### config.mk
export PLATFORM = sky130hd
export DESIGN_NAME = mlp_seq_ctrl
export DESIGN_NICKNAME = d
export VERILOG_FILES = /design/src/rtl/mlp_seq_ctrl.sv
export SDC_FILE = /design/constraint.sdc
export NUM_CORES = 1
export LEC_CHECK = 0
export CELL_PAD_IN_SITES_DETAIL_PLACEMENT = 0
export CELL_PAD_IN_SITES_GLOBAL_PLACEMENT = 1
export CORE_MARGIN = 5
export CORE_UTILIZATION = 41
export DETAILED_ROUTE_END_ITERATION = 8
export GPL_TIMING_DRIVEN = 0
export PLACE_DENSITY = 0.9
export SYNTH_ARGS = -nofsm -noshare
export SYNTH_HDL_FRONTEND = slang
export SYNTH_SLANG_ARGS = --single-unit
### constraint.sdc
create_clock -name clk -period 3.3 [get_ports clk]
set_input_delay 0.33 -clock clk [delete_from_list [all_inputs] [get_ports clk]]
set_output_delay 0.33 -clock clk [all_outputs]
set_load 0.01 [all_outputs]
### src/rtl/mlp_seq_ctrl.sv
// ---------------------------------------------------------------------------
// mlp_seq_ctrl
//   Sequencer for a two-layer MLP inference datapath. For every image it walks
//   the layer-1 weight/input memories neuron by neuron (N_IN MACs per hidden
//   neuron), waits for the sigmoid unit, writes the hidden buffer, then walks
//   the layer-2 weights over the hidden buffer (N_HID MACs per output neuron)
//   and writes each output score. After N_IMG images it pulses done.
//
// Ports
//   clk, reset (async, active-low)
//   start, abort          : run control (start only honoured in IDLE)
//   busy, done            : run in progress / one-cycle completion pulse
//   w1_addr, in_addr      : layer-1 weight and input-pixel addresses
//   img_sel               : input SRAM bank (image) select
//   mac1_en/start/last    : layer-1 MAC enable and first/last-term strobes
//   sig_ready             : sigmoid result available (handshake into L1_WAIT)
//   hid_we, hid_waddr     : hidden-buffer write strobe and address
//   hid_raddr             : hidden-buffer read address for layer 2
//   w2_addr               : layer-2 weight address
//   mac2_en/start/last    : layer-2 MAC enable and first/last-term strobes
//   mac2_done             : layer-2 result available (handshake into L2_WAIT)
//   out_we, out_idx       : output-score write strobe and index
//
// Every output is a flop. Strobes are registered from the next-state decode so
// they line up with the state/counter registers and cannot glitch.
// ---------------------------------------------------------------------------
module mlp_seq_ctrl #(
  parameter int N_IN  = 784,
  parameter int N_HID = 200,
  parameter int N_OUT = 10,
  parameter int N_IMG = 10
) (
  input  logic        clk,
  input  logic        reset,
  input  logic        start,
  input  logic        abort,
  output logic        busy,
  output logic        done,
  output logic [17:0] w1_addr,
  output logic [9:0]  in_addr,
  output logic [3:0]  img_sel,
  output logic        mac1_en,
  output logic        mac1_start,
  output logic        mac1_last,
  input  logic        sig_ready,
  output logic        hid_we,
  output logic [7:0]  hid_waddr,
  output logic [7:0]  hid_raddr,
  output logic [11:0] w2_addr,
  output logic        mac2_en,
  output logic        mac2_start,
  output logic        mac2_last,
  input  logic        mac2_done,
  output logic        out_we,
  output logic [3:0]  out_idx
);

  typedef enum logic [2:0] {
    IDLE, L1_RUN, L1_WAIT, L2_RUN, L2_WAIT, NEXT_IMG, FIN
  } state_t;

  localparam logic [9:0] J_LAST   = 10'(N_IN - 1);
  localparam logic [7:0] HID_LAST = 8'(N_HID - 1);
  localparam logic [3:0] K_LAST   = 4'(N_OUT - 1);
  localparam logic [3:0] IMG_LAST = 4'(N_IMG - 1);

  state_t      state_q, state_d;
  logic [7:0]  i_q, i_d;          // hidden neuron being computed
  logic [9:0]  j_q, j_d;          // layer-1 input index
  logic [3:0]  k_q, k_d;          // output neuron being computed
  logic [7:0]  h_q, h_d;          // layer-2 hidden index
  logic [3:0]  img_q, img_d;
  logic [17:0] w1_q, w1_d;        // running i*N_IN+j
  logic [11:0] w2_q, w2_d;        // running k*N_HID+h
  logic [7:0]  hid_waddr_q, hid_waddr_d;
  logic [3:0]  out_idx_q, out_idx_d;
  logic        hid_we_q, hid_we_d;
  logic        out_we_q, out_we_d;
  logic        busy_q, busy_d;
  logic        done_q, done_d;
  logic        mac1_en_q, mac1_en_d, mac1_start_q, mac1_start_d, mac1_last_q, mac1_last_d;
  logic        mac2_en_q, mac2_en_d, mac2_start_q, mac2_start_d, mac2_last_q, mac2_last_d;

  always_comb begin
    state_d     = state_q;
    i_d         = i_q;
    j_d         = j_q;
    k_d         = k_q;
    h_d         = h_q;
    img_d       = img_q;
    w1_d        = w1_q;
    w2_d        = w2_q;
    hid_waddr_d = hid_waddr_q;
    out_idx_d   = out_idx_q;
    hid_we_d    = 1'b0;
    out_we_d    = 1'b0;

    unique case (state_q)
      IDLE: begin
        if (start) begin
          state_d = L1_RUN;
          i_d = '0; j_d = '0; k_d = '0; h_d = '0; img_d = '0;
          w1_d = '0; w2_d = '0;
        end
      end
      L1_RUN: begin
        // The address holds on the last term so it is stable through the wait.
        if (j_q == J_LAST) begin
          state_d = L1_WAIT;
        end else begin
          j_d  = j_q + 10'd1;
          w1_d = w1_q + 18'd1;
        end
      end
      L1_WAIT: begin
        if (sig_ready) begin
          hid_we_d    = 1'b1;
          hid_waddr_d = i_q;
          if (i_q != HID_LAST) begin
            state_d = L1_RUN;
            i_d     = i_q + 8'd1;
            j_d     = '0;
            w1_d    = w1_q + 18'd1;   // i*N_IN+N_IN-1 -> (i+1)*N_IN
          end else begin
            state_d = L2_RUN;
            k_d = '0; h_d = '0; w2_d = '0;
          end
        end
      end
      L2_RUN: begin
        if (h_q == HID_LAST) begin
          state_d = L2_WAIT;
        end else begin
          h_d  = h_q + 8'd1;
          w2_d = w2_q + 12'd1;
        end
      end
      L2_WAIT: begin
        if (mac2_done) begin
          out_we_d  = 1'b1;
          out_idx_d = k_q;
          if (k_q != K_LAST) begin
            state_d = L2_RUN;
            k_d     = k_q + 4'd1;
            h_d     = '0;
            w2_d    = w2_q + 12'd1;
          end else begin
            state_d = NEXT_IMG;
          end
        end
      end
      NEXT_IMG: begin
        if (img_q != IMG_LAST) begin
          state_d = L1_RUN;
          img_d   = img_q + 4'd1;
          i_d = '0; j_d = '0; w1_d = '0;
        end else begin
          state_d = FIN;
        end
      end
      FIN:     state_d = IDLE;
      default: state_d = IDLE;
    endcase

    // Abort overrides every handshake in the same cycle and drops the run.
    if (abort && (state_q != IDLE)) begin
      state_d  = IDLE;
      hid_we_d = 1'b0;
      out_we_d = 1'b0;
      i_d = '0; j_d = '0; k_d = '0; h_d = '0; img_d = '0;
      w1_d = '0; w2_d = '0;
    end

    busy_d       = (state_d != IDLE);
    done_d       = (state_d == FIN);
    mac1_en_d    = (state_d == L1_RUN);
    mac1_start_d = (state_d == L1_RUN) && (j_d == '0);
    mac1_last_d  = (state_d == L1_RUN) && (j_d == J_LAST);
    mac2_en_d    = (state_d == L2_RUN);
    mac2_start_d = (state_d == L2_RUN) && (h_d == '0);
    mac2_last_d  = (state_d == L2_RUN) && (h_d == HID_LAST);
  end

  always_ff @(posedge clk or negedge reset) begin
    if (!reset) begin
      state_q      <= IDLE;
      i_q          <= '0;
      j_q          <= '0;
      k_q          <= '0;
      h_q          <= '0;
      img_q        <= '0;
      w1_q         <= '0;
      w2_q         <= '0;
      hid_waddr_q  <= '0;
      out_idx_q    <= '0;
      hid_we_q     <= 1'b0;
      out_we_q     <= 1'b0;
      busy_q       <= 1'b0;
      done_q       <= 1'b0;
      mac1_en_q    <= 1'b0;
      mac1_start_q <= 1'b0;
      mac1_last_q  <= 1'b0;
      mac2_en_q    <= 1'b0;
      mac2_start_q <= 1'b0;
      mac2_last_q  <= 1'b0;
    end else begin
      state_q      <= state_d;
      i_q          <= i_d;
      j_q          <= j_d;
      k_q          <= k_d;
      h_q          <= h_d;
      img_q        <= img_d;
      w1_q         <= w1_d;
      w2_q         <= w2_d;
      hid_waddr_q  <= hid_waddr_d;
      out_idx_q    <= out_idx_d;
      hid_we_q     <= hid_we_d;
      out_we_q     <= out_we_d;
      busy_q       <= busy_d;
      done_q       <= done_d;
      mac1_en_q    <= mac1_en_d;
      mac1_start_q <= mac1_start_d;
      mac1_last_q  <= mac1_last_d;
      mac2_en_q    <= mac2_en_d;
      mac2_start_q <= mac2_start_d;
      mac2_last_q  <= mac2_last_d;
    end
  end

  assign busy       = busy_q;
  assign done       = done_q;
  assign w1_addr    = w1_q;
  assign in_addr    = j_q;
  assign img_sel    = img_q;
  assign mac1_en    = mac1_en_q;
  assign mac1_start = mac1_start_q;
  assign mac1_last  = mac1_last_q;
  assign hid_we     = hid_we_q;
  assign hid_waddr  = hid_waddr_q;
  assign hid_raddr  = h_q;
  assign w2_addr    = w2_q;
  assign mac2_en    = mac2_en_q;
  assign mac2_start = mac2_start_q;
  assign mac2_last  = mac2_last_q;
  assign out_we     = out_we_q;
  assign out_idx    = out_idx_q;

endmodule
==> results of run 1 <==
## critical path, stage by stage, from the launching register on
cell and delay, ns:
dfrtp_1 0.37, buf_2 0.17, clkbuf_1 0.26, nor3_1 0.63
o21ai_0 0.58, or2_2 0.46, buf_2 0.19, o41ai_1 0.28
## final timing paths
path,start,endpoint,slack [ns],cells after the start
worst max-delay path,state_q[2]$_DFF_PN0_,w1_addr[5]$_DFFE_PN0P_,0.23,7
worst min-delay path,hid_waddr[1]$_DFFE_PN0P_,hid_waddr[1]$_DFFE_PN0P_,0.51,1
worst max register to register,state_q[2]$_DFF_PN0_,w1_addr[5]$_DFFE_PN0P_,0.23,7
worst min register to register,hid_waddr[1]$_DFFE_PN0P_,hid_waddr[1]$_DFFE_PN0P_,0.51,1
max in group asynchronous,reset,mac2_last$_DFF_PN0_,2.15,3
min in group asynchronous,reset,w1_addr[0]$_DFFE_PN0P_,0.52,2
## state kept, by name, indices dropped and copies added, names as in the netlist
register	count
out_idx	4
mac1_last	1
mac1_start	1
hid_raddr	8
done	1
mac1_en	1
img_sel	4
out_we	1
k_q	4
busy	1
state_q	3
mac2_last	1
mac2_start	1
in_addr	10
w2_addr	12
w1_addr	18
hid_we	1
hid_waddr	8
mac2_en	1
i_q	8
## metal layers
| layer | global-route usage | share of wire | wire length, um |
|---|---|---|---|
| met5 | 0 | 0 | 0 |
| met1 | 0.250 | 0.45 | 5890 |
| met4 | 0.0652 | 0.015 | 197 |
| met3 | 0.0440 | 0.058 | 773 |
| met2 | 0.301 | 0.48 | 6370 |
## per-stage QoR
step                      utilization  cells  worst slack, ns  setup TNS [ns]
final                           0.526    784            0.229               0
after global routing            0.526    784          0.00469               0
after CTS                       0.526    784            0.205               0
after detailed placement        0.501    767            0.205               0
after global placement          0.499    766            -1.32         -116.68
after floorplan                     -    540            0.799               0
## synth_stat cells (2+ instances only)
master	n
nor2_1	49
ha_1	9
a21boi_0	3
o221ai_1	3
xor2_1	3
nand3_1	29
nor4_1	9
a31o_2	2
clkbuf_1	12
or3_1	6
nand2_1	46
nand4_1	7
and2_1	7
nand2b_1	6
xnor2_1	10
o22ai_1	4
and4b_1	2
o21ai_0	49
and3b_1	2
and3_1	17
nand3b_1	2
buf_2	6
mux2_2	15
o21a_1	3
o21ai_1	2
a21oi_1	21
o31ai_1	13
o21ai_2	2
or2_2	3
o41ai_1	4
a31oi_1	9
o221a_2	3
or3b_2	2
inv_1	20
mux2i_1	4
dfrtp_1	89
nor2b_1	4
nor3b_1	3
a2bb2oi_1	2
a41oi_1	2
or4_1	3
nor3_1	20
o32ai_1	4
## cell type report
type                    count  share of cell area
multi-input cells         411               0.414
clock buffers              11              0.0370
plain buffers              20              0.0145
clock inverters             5             0.00894
flip-flops and latches     89               0.354
repair buffers             81               0.131
inverters                  20              0.0119
well taps                 147              0.0292
## cell families (layout without fill, tap and decap cells)
group / Yosys count / count (layout) / synth area share
simple gates: 226 / 226 / 0.236
compound gates: 144 / 144 / 0.197
flops: 89 / 89 / 0.446
buf+inv: 40 / 137 / 0.0333
mux: 19 / 19 / 0.0419
xor+xnor: 13 / 13 / 0.0228
fa+ha+maj: 9 / 9 / 0.0226
## repair_timing
| item | CTS | global route |
|---|---|---|
| hold endpoints to repair | 18 | 0 |
| gates resized for setup | 0 | 2 |
| hold buffers | 1 | 0 |
| buffers inserted | 0 | 0 |
| setup endpoints to repair | 0 | 1 |
## where the power goes
group / internal (uW) / switching (uW)
combinational: 324 / 561
sequential: 1140 / 58.4
clock: 586 / 429
==> results_dict.tcl, run 1 <==
set metrics [dict create \
    drt-pass1-iter-count 5 \
    fin_crit_sh 0.931 \
    synth_area_leaders "dfrtp_1 (45%), o21ai_0 (4.9%), nor2_1 (3.7%)" \
    skew_ns 0.00613 \
    die_x_um 120 \
    hold_class "register to register" \
    maxSlewViolCount 0 \
    yosysTopAreaCell "dfrtp_1" \
    powerDensity_mw_per_mm2 492 \
    endpoint_kind "register" \
    cts_max_level 3 \
    start_util 0.417 \
    multiInputGateArea_sq_mm 0.00260 \
    fin_crit_ns 3.07 \
    die-area_sq_mm 0.0145 \
    ys_types 72 \
    hold_viol_final 0 \
    nNetsFinal 647 \
    antenna_cells 0 \
    drt_iter0_drc 291 \
    fillCellCount 1097 \
    hpwl_um 9590 \
    vias 4586 \
    syn_nets 555 \
    worst_pin_slew_ns 1.27 \
    clock_sinks 89 \
    setup_viol 0 \
    cp_max_fo 10 \
    grt_pass1_wl_um 22100 \
    cts_buffers 9 \
    max-slew-margin-rel 0.146 \
    p_leak_uw 0.00267 \
    routed_wl_um 13200 \
    antenna_found_initial 0 \
    design_area_sq_mm 0.00630 \
    ys_ff_latch 89 \
    final_common_cell "dfrtp_1" \
    drc 0 \
    yosysWarnings 0 \
    final_cell_mix "dfrtp_1 (89), clkdlybuf4s50_1 (78), nor2_1 (49), o21ai_0 (49), nand2_1 (46)" \
    clockBufferDepth 2 \
    start_kind "register" \
    fp.coreArea_sq_mm 0.0120 \
    synthesis.area_sq_mm 0.00499 \
    gp_congestion 0.932 \
    synthCells 540 \
    cp.arrival_ns 3.30 \
    cts-root-buf "clkbuf_16" \
    placementRows 40 \
    grt_use_total 0.188 \
    power.total_uw 3100 \
    required_ns 3.53 \
    wire_per_inst_um 16.9 \
    path_clk_slew_ns 0.06 \
    grt_pass1_vias 4432 \
    drtAntennaViolNets 0 \
    critPathKind "register to register" \
    grt_setup_unrepaired "false" \
    detail_route.vias_per_cell 5.85 \
    ys_async_sr_fraction 1.00 \
    avgSynthCellArea_sq_um 9.24 \
    timing.fmax_mhz 326 \
    io_buffers 79 \
    synth.top_cell.area_share 0.446 \
    num_io_pins 80 \
    max-vdd-ir-drop_mv 0.349 \
    layout-drive-gt1-share 0.0973 \
    grt_start_max_net_pins 49 \
    yosys_most_used_dff "dfrtp_1" \
    gr-total-overflow 0 \
    syn_to_final_growth_pct 26.2 \
    regArea_sq_mm 0.00223 \
    fin_hold_ws_ns 0.510 \
    place_area_sq_mm 0.00599 \
    synth_edf_count 0 \
    drv_cap 0 \
    yosysSeqAreaShare 0.446 \
    die_h_um 120 \
    cts_tree "built" \
    insertion_delay_ns 0.35 \
    status "completed" \
]
Note: power is estimated with default switching activity, not from simulation.
==> run 2, diff against run 1 <==
==> constraint.sdc (replaced) <==
create_clock -name clk -period 3.3 [get_ports clk]
set_input_delay 0.33 -clock clk [delete_from_list [all_inputs] [get_ports clk]]
set_output_delay 0.33 -clock clk [all_outputs]
set_load 0.005 [all_outputs]
==> results of run 2 <==
Same layout as run 1 (identical final DEF). Status: completed.
Main changes from that run: total power 3100 uW -> 3080 uW; worst IR drop on VDD 0.349 mV -> 0.340 mV
